--- src/rtl/rs_ctrl_pkg.sv ---
// Shared constants for the RS frame controller: state encoding, default geometry
// and the counter width helper.
package rs_ctrl_pkg;

    localparam int K_DEF           = 8;
    localparam int NPAR_DEF        = 4;
    localparam int TIMEOUT_CYC_DEF = 100000;

    localparam logic [2:0] ST_IDLE      = 3'd0;
    localparam logic [2:0] ST_LOAD      = 3'd1;
    localparam logic [2:0] ST_FLUSH     = 3'd2;
    localparam logic [2:0] ST_SEND      = 3'd3;
    localparam logic [2:0] ST_SEND_WAIT = 3'd4;

    // Width that can hold every value 0..n inclusive.
    function automatic int cnt_width(input int n);
        return $clog2(n + 1);
    endfunction

endpackage

--- src/rtl/rs_frame_buf.sv ---
// Frame storage for message and parity bytes: one write port and one
// registered read port.
module rs_frame_buf #(
    parameter int DEPTH = 12,
    parameter int AW    = 4
) (
    input  logic          clk,
    input  logic          wr_en,
    input  logic [AW-1:0] wr_addr,
    input  logic [7:0]    wr_data,
    input  logic [AW-1:0] rd_addr,
    output logic [7:0]    rd_data
);

    logic [7:0] mem [DEPTH];

    always_ff @(posedge clk) begin
        if (wr_en) mem[wr_addr] <= wr_data;
        rd_data <= mem[rd_addr];
    end

endmodule

--- src/rtl/rs_frame_ctrl.sv ---
// Frames UART bytes through an external RS encoder and retransmits message plus
// parity. Optional inter-byte timeout in LOAD is compiled in with RS_FRAME_TIMEOUT_EN.
//
// state      | meaning
// IDLE       | waiting for the first byte of a frame
// LOAD       | feeding message bytes to the encoder
// FLUSH      | collecting parity bytes from the encoder
// SEND       | waiting for the transmitter, then launching slot[idx]
// SEND_WAIT  | transmitter working on the launched byte
module rs_frame_ctrl
    import rs_ctrl_pkg::*;
#(
    parameter int K           = K_DEF,
    parameter int NPAR        = NPAR_DEF,
    parameter int TIMEOUT_CYC = TIMEOUT_CYC_DEF
) (
    input  logic       clk,
    input  logic       reset,
    input  logic [7:0] rx_data,
    input  logic       rx_valid,
    output logic       enc_clr,
    output logic       enc_ce,
    output logic [7:0] enc_din,
    input  logic [7:0] enc_dout,
    input  logic       enc_dout_valid,
    output logic [7:0] tx_data,
    output logic       tx_start,
    input  logic       tx_busy,
    output logic       busy,
    output logic       frame_done,
    output logic       rx_drop,
    output logic       frame_abort
);

    localparam int N  = K + NPAR;
    localparam int CW = cnt_width(N);
    localparam logic [CW-1:0] MSG_LAST = CW'(K - 1);
    localparam logic [CW-1:0] FRM_LAST = CW'(N - 1);
    localparam logic [CW-1:0] FRM_LEN  = CW'(N);

    // Elaborates only for out-of-range geometry so it shows up in the hierarchy.
    if (K < 2 || K > 64 || NPAR < 1 || NPAR > 16 || TIMEOUT_CYC < 1) begin : g_param_out_of_range
    end

    logic [2:0]    state;
    logic          rx_valid_q;
    logic          rx_arm;
    logic          rx_rise;
    logic [7:0]    cap_q;
    logic          ce_pend;
    logic [CW-1:0] wr_cnt;
    logic [CW-1:0] idx;
    logic          wait_first;
    logic          tmo_hit;
    logic          wr_en;
    logic [7:0]    wr_data;
    logic [7:0]    rd_data;

    // rx_arm keeps a level still held across reset release from looking like a new byte.
    assign rx_rise = rx_valid & ~rx_valid_q & rx_arm;
    assign enc_din = cap_q;
    assign busy    = (state != ST_IDLE);
    assign wr_en   = enc_ce | ((state == ST_FLUSH) & enc_dout_valid);
    assign wr_data = (state == ST_FLUSH) ? enc_dout : cap_q;

    rs_frame_buf #(
        .DEPTH (N),
        .AW    (CW)
    ) u_buf (
        .clk     (clk),
        .wr_en   (wr_en),
        .wr_addr (wr_cnt),
        .wr_data (wr_data),
        .rd_addr (idx),
        .rd_data (rd_data)
    );

`ifdef RS_FRAME_TIMEOUT_EN
    localparam int TW = $clog2(TIMEOUT_CYC + 1);
    logic [TW-1:0] tmo_cnt;

    assign tmo_hit = (state == ST_LOAD) && !rx_rise && (tmo_cnt == '0);

    always_ff @(posedge clk) begin
        if (reset) begin
            tmo_cnt     <= '0;
            frame_abort <= 1'b0;
        end else begin
            frame_abort <= tmo_hit;
            if (state != ST_LOAD || rx_rise) tmo_cnt <= TW'(TIMEOUT_CYC - 1);
            else if (tmo_cnt != '0)          tmo_cnt <= tmo_cnt - 1'b1;
        end
    end
`else
    assign tmo_hit     = 1'b0;
    assign frame_abort = 1'b0;
`endif

    always_ff @(posedge clk) begin
        if (reset) begin
            state      <= ST_IDLE;
            rx_valid_q <= 1'b0;
            rx_arm     <= 1'b0;
            cap_q      <= 8'h00;
            ce_pend    <= 1'b0;
            wr_cnt     <= '0;
            idx        <= '0;
            wait_first <= 1'b0;
            enc_clr    <= 1'b0;
            enc_ce     <= 1'b0;
            tx_data    <= 8'h00;
            tx_start   <= 1'b0;
            frame_done <= 1'b0;
            rx_drop    <= 1'b0;
        end else begin
            rx_valid_q <= rx_valid;
            if (!rx_valid) rx_arm <= 1'b1;
            enc_clr    <= 1'b0;
            enc_ce     <= ce_pend;
            ce_pend    <= 1'b0;
            tx_start   <= 1'b0;
            frame_done <= 1'b0;
            rx_drop    <= 1'b0;

            case (state)
                ST_IDLE: begin
                    if (rx_rise) begin
                        cap_q   <= rx_data;
                        enc_clr <= 1'b1;
                        ce_pend <= 1'b1;
                        state   <= ST_LOAD;
                    end
                end
                ST_LOAD: begin
                    if (rx_rise) begin
                        cap_q  <= rx_data;
                        enc_ce <= 1'b1;
                    end
                    if (enc_ce) begin
                        wr_cnt <= wr_cnt + 1'b1;
                        if (wr_cnt == MSG_LAST) state <= ST_FLUSH;
                    end else if (tmo_hit) begin
                        wr_cnt <= '0;
                        idx    <= '0;
                        state  <= ST_IDLE;
                    end
                end
                ST_FLUSH: begin
                    if (rx_rise) rx_drop <= 1'b1;
                    if (enc_dout_valid) begin
                        wr_cnt <= wr_cnt + 1'b1;
                        if (wr_cnt == FRM_LAST) state <= ST_SEND;
                    end
                end
                ST_SEND: begin
                    if (rx_rise) rx_drop <= 1'b1;
                    // idx advances at launch so the read port settles during SEND_WAIT.
                    if (!tx_busy) begin
                        tx_data    <= rd_data;
                        tx_start   <= 1'b1;
                        idx        <= idx + 1'b1;
                        wait_first <= 1'b1;
                        state      <= ST_SEND_WAIT;
                    end
                end
                ST_SEND_WAIT: begin
                    if (rx_rise) rx_drop <= 1'b1;
                    if (wait_first) begin
                        wait_first <= 1'b0;
                    end else if (!tx_busy) begin
                        if (idx == FRM_LEN) begin
                            frame_done <= 1'b1;
                            wr_cnt     <= '0;
                            idx        <= '0;
                            state      <= ST_IDLE;
                        end else begin
                            state <= ST_SEND;
                        end
                    end
                end
                default: state <= ST_IDLE;
            endcase
        end
    end

endmodule
--- config.mk ---
export PLATFORM = sky130hd
export DESIGN_NAME = rs_frame_ctrl
export DESIGN_NICKNAME = d
export VERILOG_FILES = /design/src/rtl/rs_ctrl_pkg.sv /design/src/rtl/rs_frame_buf.sv /design/src/rtl/rs_frame_ctrl.sv
export SDC_FILE = /design/constraint.sdc
export NUM_CORES = 1
export LEC_CHECK = 0
export BUFFER_PORTS_ARGS = -buffer_cell sky130_fd_sc_hd__clkbuf_2
export CAP_MARGIN = 0
export CORE_MARGIN = 5
export CORE_UTILIZATION = 53
export DETAILED_ROUTE_END_ITERATION = 12
export HOLD_SLACK_MARGIN = 0.03
export PLACE_DENSITY = 0.81
export SLEW_MARGIN = 20
export SYNTH_ARGS = -nofsm -noshare
export SYNTH_HDL_FRONTEND = slang
export SYNTH_SLANG_ARGS = --single-unit
--- constraint.sdc ---
create_clock -name clk -period 2.25 [get_ports clk]
set_input_delay 0.3375 -clock clk [delete_from_list [all_inputs] [get_ports clk]]
set_output_delay 0.3375 -clock clk [all_outputs]
set_load 0.01 [all_outputs]
# ---- Yosys cells after proc, flatten, opt, wreduce, memory -nomap -nowiden
# Memories as Yosys holds them, arrays and structs flattened. A register that Yosys moved wholly into a read port is not among the register bits.
# Index checks and enable logic that the tools add are counted.
dict set report totals {
  latchBits 0
  ff_bits 35
  rom_bits 0
  input_bits 21
  output_inout_bits 23
  n_memories 1
  mem_bits_rw 96
}
# memory depth width read_ports rd_ports_with_merged_regs wr line_no
set mem_list {}
lappend mem_list {u_buf.mem 12 8 1 1 1 rs_frame_buf.sv:15} ;# logic [7:0] mem [DEPTH];
dict set report classes {
  n_div 0
  eq_ne 16
  mul 0
  n_addsub 2
  mux 28
  n_shift 0
  n_lt_le_gt_ge 0
  n_reduce_logical 16
  n_bitwise 10
}
# op count
set ops {}
lappend ops {{2-to-1 mux 3 bit} 8}
lappend ops {{2-to-1 mux 4 bit} 6}
lappend ops {{inequality test 2 bit, second input constant} 8}
lappend ops {{one-hot mux 3 bit (5 select lines)} 1}
lappend ops {{one-hot mux 4 bit (3 select lines)} 1}
lappend ops {{adder 4 x 1 -> 4 bit, second input constant} 2}
lappend ops {{== test 4 bit, second input constant} 2}
lappend ops {{2-to-1 mux 1 bit} 8}
lappend ops {{2-to-1 mux 8 bit} 1}
lappend ops {{one-hot mux 4 bit (2 select lines)} 1}
lappend ops {{AND reduction 8 bit} 1}
lappend ops {{OR reduction 2 bit} 4}
lappend ops {{== test 3 x 2 -> 1 bit, second input constant} 2}
lappend ops {{NOT 1 bit} 6}
lappend ops {{AND reduction 2 bit} 3}
lappend ops {{AND reduction 6 bit} 1}
lappend ops {{nonzero test 3 bit} 2}
lappend ops {{AND reduction 5 bit} 1}
lappend ops {{== test 4 x 3 -> 1 bit, second input constant} 1}
lappend ops {{OR reduction 4 bit} 1}
lappend ops {{AND 1 bit} 3}
lappend ops {{== test 3 x 1 -> 1 bit, second input constant} 1}
lappend ops {{== test 3 bit, second input constant} 1}
lappend ops {{zero test 3 bit} 1}
lappend ops {{other kinds (6)} 6}

# ---- Logic depth before layout (Yosys ltp)
# Gate-level depths: netlist of run 1.
dict set report depth {
  word_depth 5
  ltp_mapped 9
  mapped_depth_nobuf 6
}

# ---- By module
# From an unflattened synthesis of run 1, not the netlist that was laid out.
dict set report hier_totals {
  cells_unflattened 377
  hier_area_um2 5467.7
}
# mod seq_area_each_um2 n_inst cells_each area_each_um2
set modules_own_cells {}
lappend modules_own_cells {rs_frame_buf 3042.9 1 182 3873.7}
lappend modules_own_cells {rs_frame_ctrl 700.7 1 195 1594.0}

# ---- Worst setup path after synthesis of run 1
# OpenSTA, ideal clock, no wires.
dict set report synth_timing {
  kind {register to register}
  from {register state[2]}
  to {memory u_buf.mem[0][0], enable pin}
  t_arrival_ns 1.802
  setup_ns 0.395
  period_less_slack_ns 2.196
  stages_incl_launch_ff 5
  required_time_ns 1.855
  slack_ns 0.054
  path_cell_list {dfxtp_1 > buf_6 > nor3b_4 > a21oi_2 > nor4_1}
}
dict set report synth_between {
  elab_chain_cells 5
}
# item line_no
set synth_rtl {}
lappend synth_rtl {{from (decl)} rs_frame_ctrl.sv:45} ;# logic [2:0] state;
lappend synth_rtl {{from (signal assigned)} rs_frame_ctrl.sv:101} ;# state <= ST_IDLE;
lappend synth_rtl {{from (signal assigned)} rs_frame_ctrl.sv:131} ;# state <= ST_LOAD;
lappend synth_rtl {{from (signal assigned)} rs_frame_ctrl.sv:141} ;# if (wr_cnt == MSG_LAST) state <= ST_FLUSH;
lappend synth_rtl {{== test 3 x 2 -> 1 bit} rs_frame_ctrl.sv:63} ;# assign wr_en = enc_ce | ((state == ST_FLUSH) & enc_dout_valid);
lappend synth_rtl {{AND 1 bit} rs_frame_ctrl.sv:63}
lappend synth_rtl {{OR 1 bit} rs_frame_ctrl.sv:63}
lappend synth_rtl {{2-to-1 mux 1 bit} rs_frame_buf.sv:18} ;# if (wr_en) mem[wr_addr] <= wr_data;
lappend synth_rtl {{2-to-1 mux 1 bit (implied by the code)} rs_frame_buf.sv:18}
lappend synth_rtl {{to (decl)} rs_frame_buf.sv:15}
# Every way passes these cells.

# ---- Final worst setup path of run 1
dict set report layout_timing {
  from {register state[0]}
  to {output port busy}
}
dict set report layout_between {
  elab_chain_cells 1
}
# item line_no
set layout_rtl {}
lappend layout_rtl {{nonzero test 3 bit} rs_frame_ctrl.sv:62} ;# assign busy = (state != ST_IDLE);
lappend layout_rtl {{to (decl)} rs_frame_ctrl.sv:29} ;# output logic busy,
# Every way passes these cells.

==> flow_summary.html, run 1 <==
<table>
<tr><th>Metric</th><th>Value</th></tr>
<tr><th colspan="2">Floorplanning</th></tr>
<tr><td>Die Area</td><td>~13000 um2</td></tr>
<tr><td>I/O pin count</td><td>44</td></tr>
<tr><td>Vertical die dimension</td><td>113 um</td></tr>
<tr><td>Die width</td><td>113 um</td></tr>
<tr><td>Std-Cell Rows</td><td>37</td></tr>
<tr><td>Core area</td><td>10300 um2</td></tr>
<tr><td>Effective utilization at floorplan</td><td>0.542</td></tr>
<tr><th colspan="2">Route</th></tr>
<tr><td>DRC viols</td><td>0</td></tr>
<tr><td>Wire length per cell after detailed routing</td><td>about 20 um</td></tr>
<tr><td>ANT nets after route</td><td>0</td></tr>
<tr><td>TritonRoute pass-1 iters</td><td>4</td></tr>
<tr><td>Vias after detailed routing</td><td>between 3000 and 4000</td></tr>
<tr><td>Via density</td><td>5.72</td></tr>
<tr><td>Total wire length after detailed routing</td><td>11400 um</td></tr>
<tr><td>Number of DRC markers after the initial detailed-route iteration</td><td>277</td></tr>
<tr><th colspan="2">Logic synthesis</th></tr>
<tr><td>Post-Syn Instances</td><td>370</td></tr>
<tr><td>Fraction of registers with async set or reset after synthesis</td><td>0</td></tr>
<tr><td>Ys flop type</td><td>edfxtp_1</td></tr>
<tr><td>Share of the yosys chip area belonging to registers</td><td>0.670</td></tr>
<tr><td>Number of warnings printed during yosys synthesis</td><td>0</td></tr>
<tr><td>Total nets after synthesis</td><td>397</td></tr>
<tr><td>Avg Synthesized Cell Area</td><td>~15 um2</td></tr>
<tr><td>Post-synthesis cell area</td><td>5590 um2</td></tr>
<tr><td>Number of different library cells in the post-synthesis netlist</td><td>48</td></tr>
<tr><td>Count of state elements after synthesis</td><td>139</td></tr>
<tr><td>Post-synth EDFFs</td><td>96</td></tr>
<tr><th colspan="2">Global routing</th></tr>
<tr><td>Number of antenna violations at the first check in global routing</td><td>0</td></tr>
<tr><td>First-pass GRT wire length</td><td>between 15000 and 20000 um</td></tr>
<tr><td>Total routing usage reported by global routing</td><td>0.192</td></tr>
<tr><td>Met1 usage</td><td>0.256</td></tr>
<tr><td>Most congested layer reported by global routing</td><td>met2</td></tr>
<tr><td>Gr ovfl total</td><td>0</td></tr>
<tr><td>Met2 routing resource usage after global routing</td><td>0.304</td></tr>
<tr><td>GR Util met3</td><td>0.0545</td></tr>
<tr><td>Pin count of the biggest net entering global routing</td><td>31</td></tr>
<tr><td>Vias in the first global route</td><td>roughly 3400</td></tr>
<tr><th colspan="2">Place</th></tr>
<tr><td>Post-detailed-placement half-perimeter wirelength</td><td>7680 um</td></tr>
<tr><td>Placed Instances</td><td>548</td></tr>
<tr><td>Worst slack at placement</td><td>0.352 ns</td></tr>
<tr><td>Routability congestion estimate</td><td>0.845</td></tr>
<tr><td>Placed Area</td><td>6030 um2</td></tr>
<tr><td>I/O Buffers</td><td>42</td></tr>
<tr><th colspan="2">Setup path</th></tr>
<tr><td>Master of the slowest instance on the critical path</td><td>dfxtp_1</td></tr>
<tr><td>Crit path kind</td><td>reg2out</td></tr>
<tr><td>Req. time, crit path</td><td>1.91 ns</td></tr>
<tr><td>Arrival time of the worst setup path</td><td>1.64 ns</td></tr>
<tr><td>Kind of start point of the critical path</td><td>flop</td></tr>
<tr><td>Crit Path Max Fanout</td><td>17</td></tr>
<tr><td>Delay of the slowest cell on the worst path</td><td>0.72 ns</td></tr>
<tr><td>CP Capture Type</td><td>primary output</td></tr>
<tr><td>Cells along the critical path</td><td>nor3_1 -&gt; inv_1 -&gt; clkbuf_2</td></tr>
<tr><th colspan="2">STA</th></tr>
<tr><td>Unrepaired setup endpoints after global routing</td><td>false</td></tr>
<tr><td>Final setup violation count</td><td>0</td></tr>
<tr><td>Worst slew margin</td><td>0.580</td></tr>
<tr><td>Setup slack after layout</td><td>0.269 ns</td></tr>
<tr><td>Actual slew at the worst max-slew pin</td><td>0.629 ns</td></tr>
<tr><td>Maximum operating frequency</td><td>505 MHz</td></tr>
<tr><td>Final count of pins violating max slew</td><td>0</td></tr>
<tr><td>Final hold vios</td><td>0</td></tr>
<tr><td>Layout Skew</td><td>about 0.010 ns</td></tr>
<tr><td>Post-layout min period</td><td>1.98 ns</td></tr>
<tr><td>Setup tns final</td><td>0 ns</td></tr>
<tr><td>Ratio of final minimum period to clock period</td><td>0.880</td></tr>
<tr><th colspan="2">Clock network</th></tr>
<tr><td>Number of CTS-inserted buffers</td><td>17</td></tr>
<tr><td>Clock tree from TritonCTS</td><td>yes</td></tr>
<tr><td>CTS Root Cell</td><td>clkbuf_8</td></tr>
<tr><td>Number of buffers on the longest clock path</td><td>2</td></tr>
<tr><td>CTS H-Tree Depth</td><td>4</td></tr>
<tr><td>Insertion delay to the later sink of the worst-skew pair</td><td>0.52 ns</td></tr>
<tr><td>Clock sink count</td><td>~140</td></tr>
<tr><td>Clock transition at the registers of the reported paths</td><td>0.06 ns</td></tr>
<tr><td>Post-CTS setup repair buffer count</td><td>0</td></tr>
<tr><th colspan="2">Pwr</th></tr>
<tr><td>Total Power Consumption</td><td>around 6.7 mW</td></tr>
<tr><td>Maximum resistive drop on vdd</td><td>0.692 mV</td></tr>
<tr><td>Total power per unit cell area</td><td>1000 nW/um2</td></tr>
<tr><td>Leak pwr</td><td>2.40 nW</td></tr>
<tr><th colspan="2">Run status</th></tr>
<tr><td>Outcome</td><td>completed</td></tr>
<tr><th colspan="2">Finish</th></tr>
<tr><td>Non-filler instance count after layout</td><td>between 500 and 600</td></tr>
<tr><td>Post-layout nets</td><td>459</td></tr>
<tr><td>Area growth from synthesis to final layout</td><td>18.5%</td></tr>
<tr><td>Most common cell after layout, fill and taps aside</td><td>edfxtp_1</td></tr>
<tr><td>Proportion of layout cells with a drive suffix above 1</td><td>0.308</td></tr>
<tr><td># diodes</td><td>0</td></tr>
<tr><td>Post-Layout Inst Area</td><td>6620 um2</td></tr>
<tr><td>Leading cell types in the layout, fill and taps excluded</td><td>96 x edfxtp_1, 43 x clkbuf_2, 42 x dfxtp_1, 29 x nand2_1, 27 x nor2_1</td></tr>
<tr><th colspan="2">Min path</th></tr>
<tr><td>Worst hold path class</td><td>in2reg</td></tr>
<tr><th colspan="2">Job</th></tr>
<tr><td># Max-Cap Violations</td><td>0</td></tr>
</table>
-- cell families (layout without fill, tap and decap cells) --
logic type	Yosys count	after routing	share of synthesized area
buf+inv	36	111	0.0313
simple gates	90	90	0.0862
mux	50	50	0.145
compound gates	47	47	0.0522
fa+ha+maj	6	6	0.0134
other cells	1	1	0.000671
xor+xnor	1	1	0.00157
flops	139	139	0.670
-- Yosys cell counts (3+ instances only) --
cell      number  area [um2]
edfxtp_1      96        2880
dfxtp_1       43         861
nand2_1       29         109
nor2_1        27         101
mux4_2        24         541
a21oi_1       20         100
mux2i_1       18         180
inv_1         13        48.8
o21ai_0       11        55.1
clkbuf_1      10        37.5
mux2_2         8        90.1
ha_1           6        75.1
buf_2          5        25.0
buf_4          5        37.5
nor3_1         5        25.0
nor4_1         4        25.0
a211oi_1       3        22.5
and3_1         3        18.8
nand3b_1       3        22.5
-- stage by stage --
stage | hold WS, ns | utilization
floorplan | 0.417 | -
global placement | 0.420 | 0.584
detailed placement | 0.426 | 0.584
CTS | 0.0411 | 0.642
global route | 0.0511 | 0.642
finish | 0.0581 | 0.642
-- power by group --
part	switching, mW	total [mW]	internal, mW
logic	0.532	0.877	0.345
clock network	1.06	2.72	1.65
registers	0.0876	3.06	2.97
-- area by class of cell --
cell class | count | area (um2)
flip-flops and latches | 139 | 3740
multi-input cells | 195 | 1670
well taps | 136 | 170
clock inverters | 10 | 100
repair buffers | 65 | 398
inverters | 14 | 52.6
clock buffers | 22 | 487
fillers | 713 | 3700
-- final timing paths --
kind | start | to | slack (ns) | cells after the start
max | state[0]$_SDFFE_PP0P_ | busy | 0.27 | 3
min | rx_data[0] | enc_din[0]$_SDFFE_PP0P_ | 0.06 | 3
max reg2reg | idx[0]$_SDFFE_PP0P_ | wr_cnt[2]$_SDFFE_PP0P_ | 0.30 | 7
min reg2reg | u_buf.rd_data[1]$_DFF_P_ | tx_data[1]$_SDFFE_PP0P_ | 0.43 | 2
-- worst max-delay path, delay by kind of cell (launching register included) --
kind	cells	cell delay, ns
DFF	1	0.72
buffers and inverters	2	0.26
and+or+nand+nor	1	0.15
-- metal layers --
layer	part of all wire	vias up
met5	0	-
met4	0.016	0
met3	0.071	15
met2	0.49	136
met1	0.42	1643
li1	-	1528
-- flip-flops by register name, indices dropped and copies added (netlist names), 3 cells and up --
register	flops
idx	4
state	3
wr_cnt	4
u_buf.mem	96
tx_data	8
u_buf.rd_data	8
enc_din	8
-- repair_timing --
item,CTS,global route
setup endpoints to repair,0,0
hold buffers,1,0
resized for setup,0,0
endpoints found under the hold margin,1,0
Note: power is estimated with default switching activity, not from simulation.
==> run 2, diff against run 1 <==
--- a/config.mk
+++ b/config.mk
@@ -5,13 +5,13 @@
 export SDC_FILE = /design/constraint.sdc
 export NUM_CORES = 1
 export LEC_CHECK = 0
-export BUFFER_PORTS_ARGS = -buffer_cell sky130_fd_sc_hd__clkbuf_2
 export CAP_MARGIN = 0
 export CORE_MARGIN = 5
-export CORE_UTILIZATION = 53
+export CORE_UTILIZATION = 56
 export DETAILED_ROUTE_END_ITERATION = 12
+export DONT_BUFFER_PORTS = 1
 export HOLD_SLACK_MARGIN = 0.03
-export PLACE_DENSITY = 0.81
+export PLACE_DENSITY = 0.8
 export SLEW_MARGIN = 20
 export SYNTH_ARGS = -nofsm -noshare
 export SYNTH_HDL_FRONTEND = slang
==> run 2 against run 1 <==
Compared with the run above: global-route usage up 0.93 points; register-to-register slack worse by 0.02 ns; worst setup slack better by 0.0085 ns; combinational power down 5.5%; clock skew down 0.0029 ns; non-clock buffer count down 33; sequential share of layout area up 1.3 points.
==> flow_summary.html, run 2 (synthesis gave the netlist of run 1 again) <==
<table>
<tr><th>Metric</th><th>Value</th></tr>
<tr><th colspan="2">Global routing</th></tr>
<tr><td>Vias in the first global route</td><td>3380</td></tr>
<tr><td>Total routing usage reported by global routing</td><td>0.201</td></tr>
<tr><td>Number of antenna violations at the first check in global routing</td><td>0</td></tr>
<tr><td>Pin count of the biggest net entering global routing</td><td>32</td></tr>
<tr><td>Gr ovfl total</td><td>0</td></tr>
<tr><td>First-pass GRT wire length</td><td>17800 um</td></tr>
<tr><th colspan="2">Floorplanning</th></tr>
<tr><td>Core area</td><td>9770 um2</td></tr>
<tr><td>Effective utilization at floorplan</td><td>0.572</td></tr>
<tr><td>Vertical die dimension</td><td>110 um</td></tr>
<tr><td>I/O pin count</td><td>44</td></tr>
<tr><td>Die Area</td><td>12100 um2</td></tr>
<tr><td>Die width</td><td>between 100 and 150 um</td></tr>
<tr><td>Std-Cell Rows</td><td>36</td></tr>
<tr><th colspan="2">Route</th></tr>
<tr><td>Via density</td><td>around 5.8</td></tr>
<tr><td>TritonRoute pass-1 iters</td><td>5</td></tr>
<tr><td>Total wire length after detailed routing</td><td>11000 um</td></tr>
<tr><td>Number of DRC markers after the initial detailed-route iteration</td><td>166</td></tr>
<tr><td>Vias after detailed routing</td><td>between 3000 and 4000</td></tr>
<tr><td>DRC viols</td><td>0</td></tr>
<tr><td>ANT nets after route</td><td>0</td></tr>
<tr><td>Wire length per cell after detailed routing</td><td>approximately 20 um</td></tr>
<tr><th colspan="2">Setup path</th></tr>
<tr><td>Kind of start point of the critical path</td><td>flop</td></tr>
<tr><td>Delay of the slowest cell on the worst path</td><td>0.50 ns</td></tr>
<tr><td>Worst r2r dst</td><td>wr_cnt[2]$_SDFFE_PP0P_</td></tr>
<tr><td>Worst Reg2Reg Path Length in Cells</td><td>7</td></tr>
<tr><td>Crit path kind</td><td>reg2reg</td></tr>
<tr><td>Master of the slowest instance on the critical path</td><td>a32oi_1</td></tr>
<tr><td>Launch instance of the worst register-to-register path</td><td>idx[0]$_SDFFE_PP0P_</td></tr>
<tr><td>Arrival time of the worst setup path</td><td>between 2 and 2.5 ns</td></tr>
<tr><td>Req. time, crit path</td><td>around 2.7 ns</td></tr>
<tr><td>R2R setup slack</td><td>0.28 ns</td></tr>
<tr><td>Crit Path Max Fanout</td><td>29</td></tr>
<tr><td>CP Capture Type</td><td>flop</td></tr>
<tr><td>Cells along the critical path</td><td>buf_12 -&gt; inv_1 -&gt; ha_1 -&gt; and3_1 -&gt; a32oi_1 -&gt; o311ai_1 -&gt; o31ai_1</td></tr>
<tr><th colspan="2">Clock network</th></tr>
<tr><td>Clock transition at the registers of the reported paths</td><td>around 0.060 ns</td></tr>
<tr><td>Number of buffers on the longest clock path</td><td>2</td></tr>
<tr><td>Clock tree from TritonCTS</td><td>yes</td></tr>
<tr><td>Post-CTS setup repair buffer count</td><td>0</td></tr>
<tr><td>Number of CTS-inserted buffers</td><td>17</td></tr>
<tr><td>CTS H-Tree Depth</td><td>4</td></tr>
<tr><td>Insertion delay to the later sink of the worst-skew pair</td><td>0.52 ns</td></tr>
<tr><td>CTS Root Cell</td><td>clkbuf_8</td></tr>
<tr><td>Clock sink count</td><td>139</td></tr>
<tr><th colspan="2">STA</th></tr>
<tr><td>Maximum operating frequency</td><td>around 510 MHz</td></tr>
<tr><td>Layout Skew</td><td>0.00748 ns</td></tr>
<tr><td>Setup tns final</td><td>0 ns</td></tr>
<tr><td>Final hold vios</td><td>0</td></tr>
<tr><td>Final count of pins violating max slew</td><td>0</td></tr>
<tr><td>Actual slew at the worst max-slew pin</td><td>0.661 ns</td></tr>
<tr><td>Ratio of final minimum period to clock period</td><td>0.877</td></tr>
<tr><td>Final setup violation count</td><td>0</td></tr>
<tr><td>Worst slew margin</td><td>0.559</td></tr>
<tr><td>Post-layout min period</td><td>roughly 2 ns</td></tr>
<tr><td>Unrepaired setup endpoints after global routing</td><td>false</td></tr>
<tr><th colspan="2">Pwr</th></tr>
<tr><td>Maximum resistive drop on vdd</td><td>0.665 mV</td></tr>
<tr><td>Leak pwr</td><td>2.22 nW</td></tr>
<tr><td>Total power per unit cell area</td><td>1010 nW/um2</td></tr>
<tr><th colspan="2">Finish</th></tr>
<tr><td>Post-layout nets</td><td>426</td></tr>
<tr><td>Register with the most flip-flops</td><td>u_buf.mem</td></tr>
<tr><td>Leading cell types in the layout, fill and taps excluded</td><td>96 x edfxtp_1, 42 x dfxtp_1, 29 x nand2_1, 27 x nor2_1, 24 x mux4_2</td></tr>
<tr><td># diodes</td><td>0</td></tr>
<tr><td>Proportion of layout cells with a drive suffix above 1</td><td>0.226</td></tr>
<tr><td>Most common cell after layout, fill and taps aside</td><td>edfxtp_1</td></tr>
<tr><td>Max reg flops</td><td>96</td></tr>
<tr><td>Area growth from synthesis to final layout</td><td>15.9%</td></tr>
<tr><td>Post-Layout Inst Area</td><td>~6500 um2</td></tr>
<tr><td>Final cell utilization of the core</td><td>0.663</td></tr>
<tr><th colspan="2">Min path</th></tr>
<tr><td>Number of cells traversed by the worst hold path</td><td>3</td></tr>
<tr><td>Worst hold path class</td><td>in2reg</td></tr>
<tr><td>Min-Delay Endpoint</td><td>state[0]$_SDFFE_PP0P_</td></tr>
<tr><td>Startpoint of the tightest hold check path</td><td>tx_busy</td></tr>
<tr><th colspan="2">Place</th></tr>
<tr><td>Post-detailed-placement half-perimeter wirelength</td><td>7300 um</td></tr>
<tr><td>I/O Buffers</td><td>0</td></tr>
<tr><td>Routability congestion estimate</td><td>0.842</td></tr>
<tr><td>Placed Area</td><td>~5800 um2</td></tr>
<tr><th colspan="2">Run status</th></tr>
<tr><td>Outcome</td><td>completed</td></tr>
<tr><th colspan="2">Job</th></tr>
<tr><td># Max-Cap Violations</td><td>0</td></tr>
</table>
[run 2: cell count changes in the layout (fill, tap and decap cells not counted), sizes merged]
| cell | change |
|---|---|
| clkbuf | -45 |
| dlygate4sd3 | +9 |
| clkinv | +5 |
| inv | -5 |
| clkinvlp | +2 |
| bufinv | +1 |
[run 2: cell type report]
type                    instances  area, um2
clock buffers                  19        422
clock inverters                13        145
fillers                       674       3300
inverters                      14       52.6
multi-input cells             195       1670
flip-flops and latches        139       3740
well taps                     133        166
repair buffers                 32        275
[run 2: where the power goes]
| part | leakage, nW | switching [mW] | internal [mW] |
|---|---|---|---|
| sequential | 1.24 | 0.104 | 2.97 |
| combinational | 0.714 | 0.504 | 0.325 |
| clock | 0.270 | 1.05 | 1.58 |
[run 2: what timing repair did]
action | in CTS | in global routing
hold buffers | 11 | 0
resized for setup | 0 | 0
endpoints found under the hold margin | 33 | 0
[run 2: routing by layer]
metal | vias to the layer above | GRT usage | share of wire | wire length, um
met1 | 1597 | 0.247 | 0.40 | 4430
met4 | 0 | 0.0543 | 0.0095 | 104
met5 | - | 0 | 0 | 0
li1 | 1463 | - | - | -
met2 | 113 | 0.347 | 0.52 | 5750
met3 | 12 | 0.0593 | 0.064 | 706
[run 2: worst max-delay path by stage]
stage | slack [ns] | cells after the start | from | endpoint
6_report | 0.28 | 7 | idx[0]$_SDFFE_PP0P_ | wr_cnt[2]$_SDFFE_PP0P_
5_1_grt | 0.12 | 7 | idx[0]$_SDFFE_PP0P_ | wr_cnt[0]$_SDFFE_PP0P_
4_1_cts | 0.29 | 7 | idx[0]$_SDFFE_PP0P_ | wr_cnt[2]$_SDFFE_PP0P_
3_5_place_dp | 0.29 | 7 | idx[0]$_SDFFE_PP0P_ | wr_cnt[0]$_SDFFE_PP0P_
3_3_place_gp | 0.44 | 7 | idx[0]$_SDFFE_PP0P_ | wr_cnt[0]$_SDFFE_PP0P_
2_1_floorplan | 0.05 | 4 | state[2]$_SDFFE_PP0P_ | u_buf.mem[0][0]$_DFFE_PP_
[run 2: stage by stage]
stage / power [mW] / instances / hold slack (ns) / setup WS (ns)
after floorplan: 3.71 / 370 / 0.417 / 0.0537
after global placement: 3.88 / 502 / 0.407 / 0.438
after detailed placement: 3.93 / 502 / 0.411 / 0.292
after CTS: 6.56 / 545 / 0.0771 / 0.289
after global routing: 6.79 / 545 / 0.109 / 0.122
final: 6.53 / 545 / 0.0995 / 0.278
[run 2: critical path, delay by kind of cell (launching register included)]
family	cells	cell delay (ns)
compound gates	3	0.78
flops	1	0.35
buf+inv	2	0.30
simple gates	1	0.25
fa+ha+maj	1	0.19
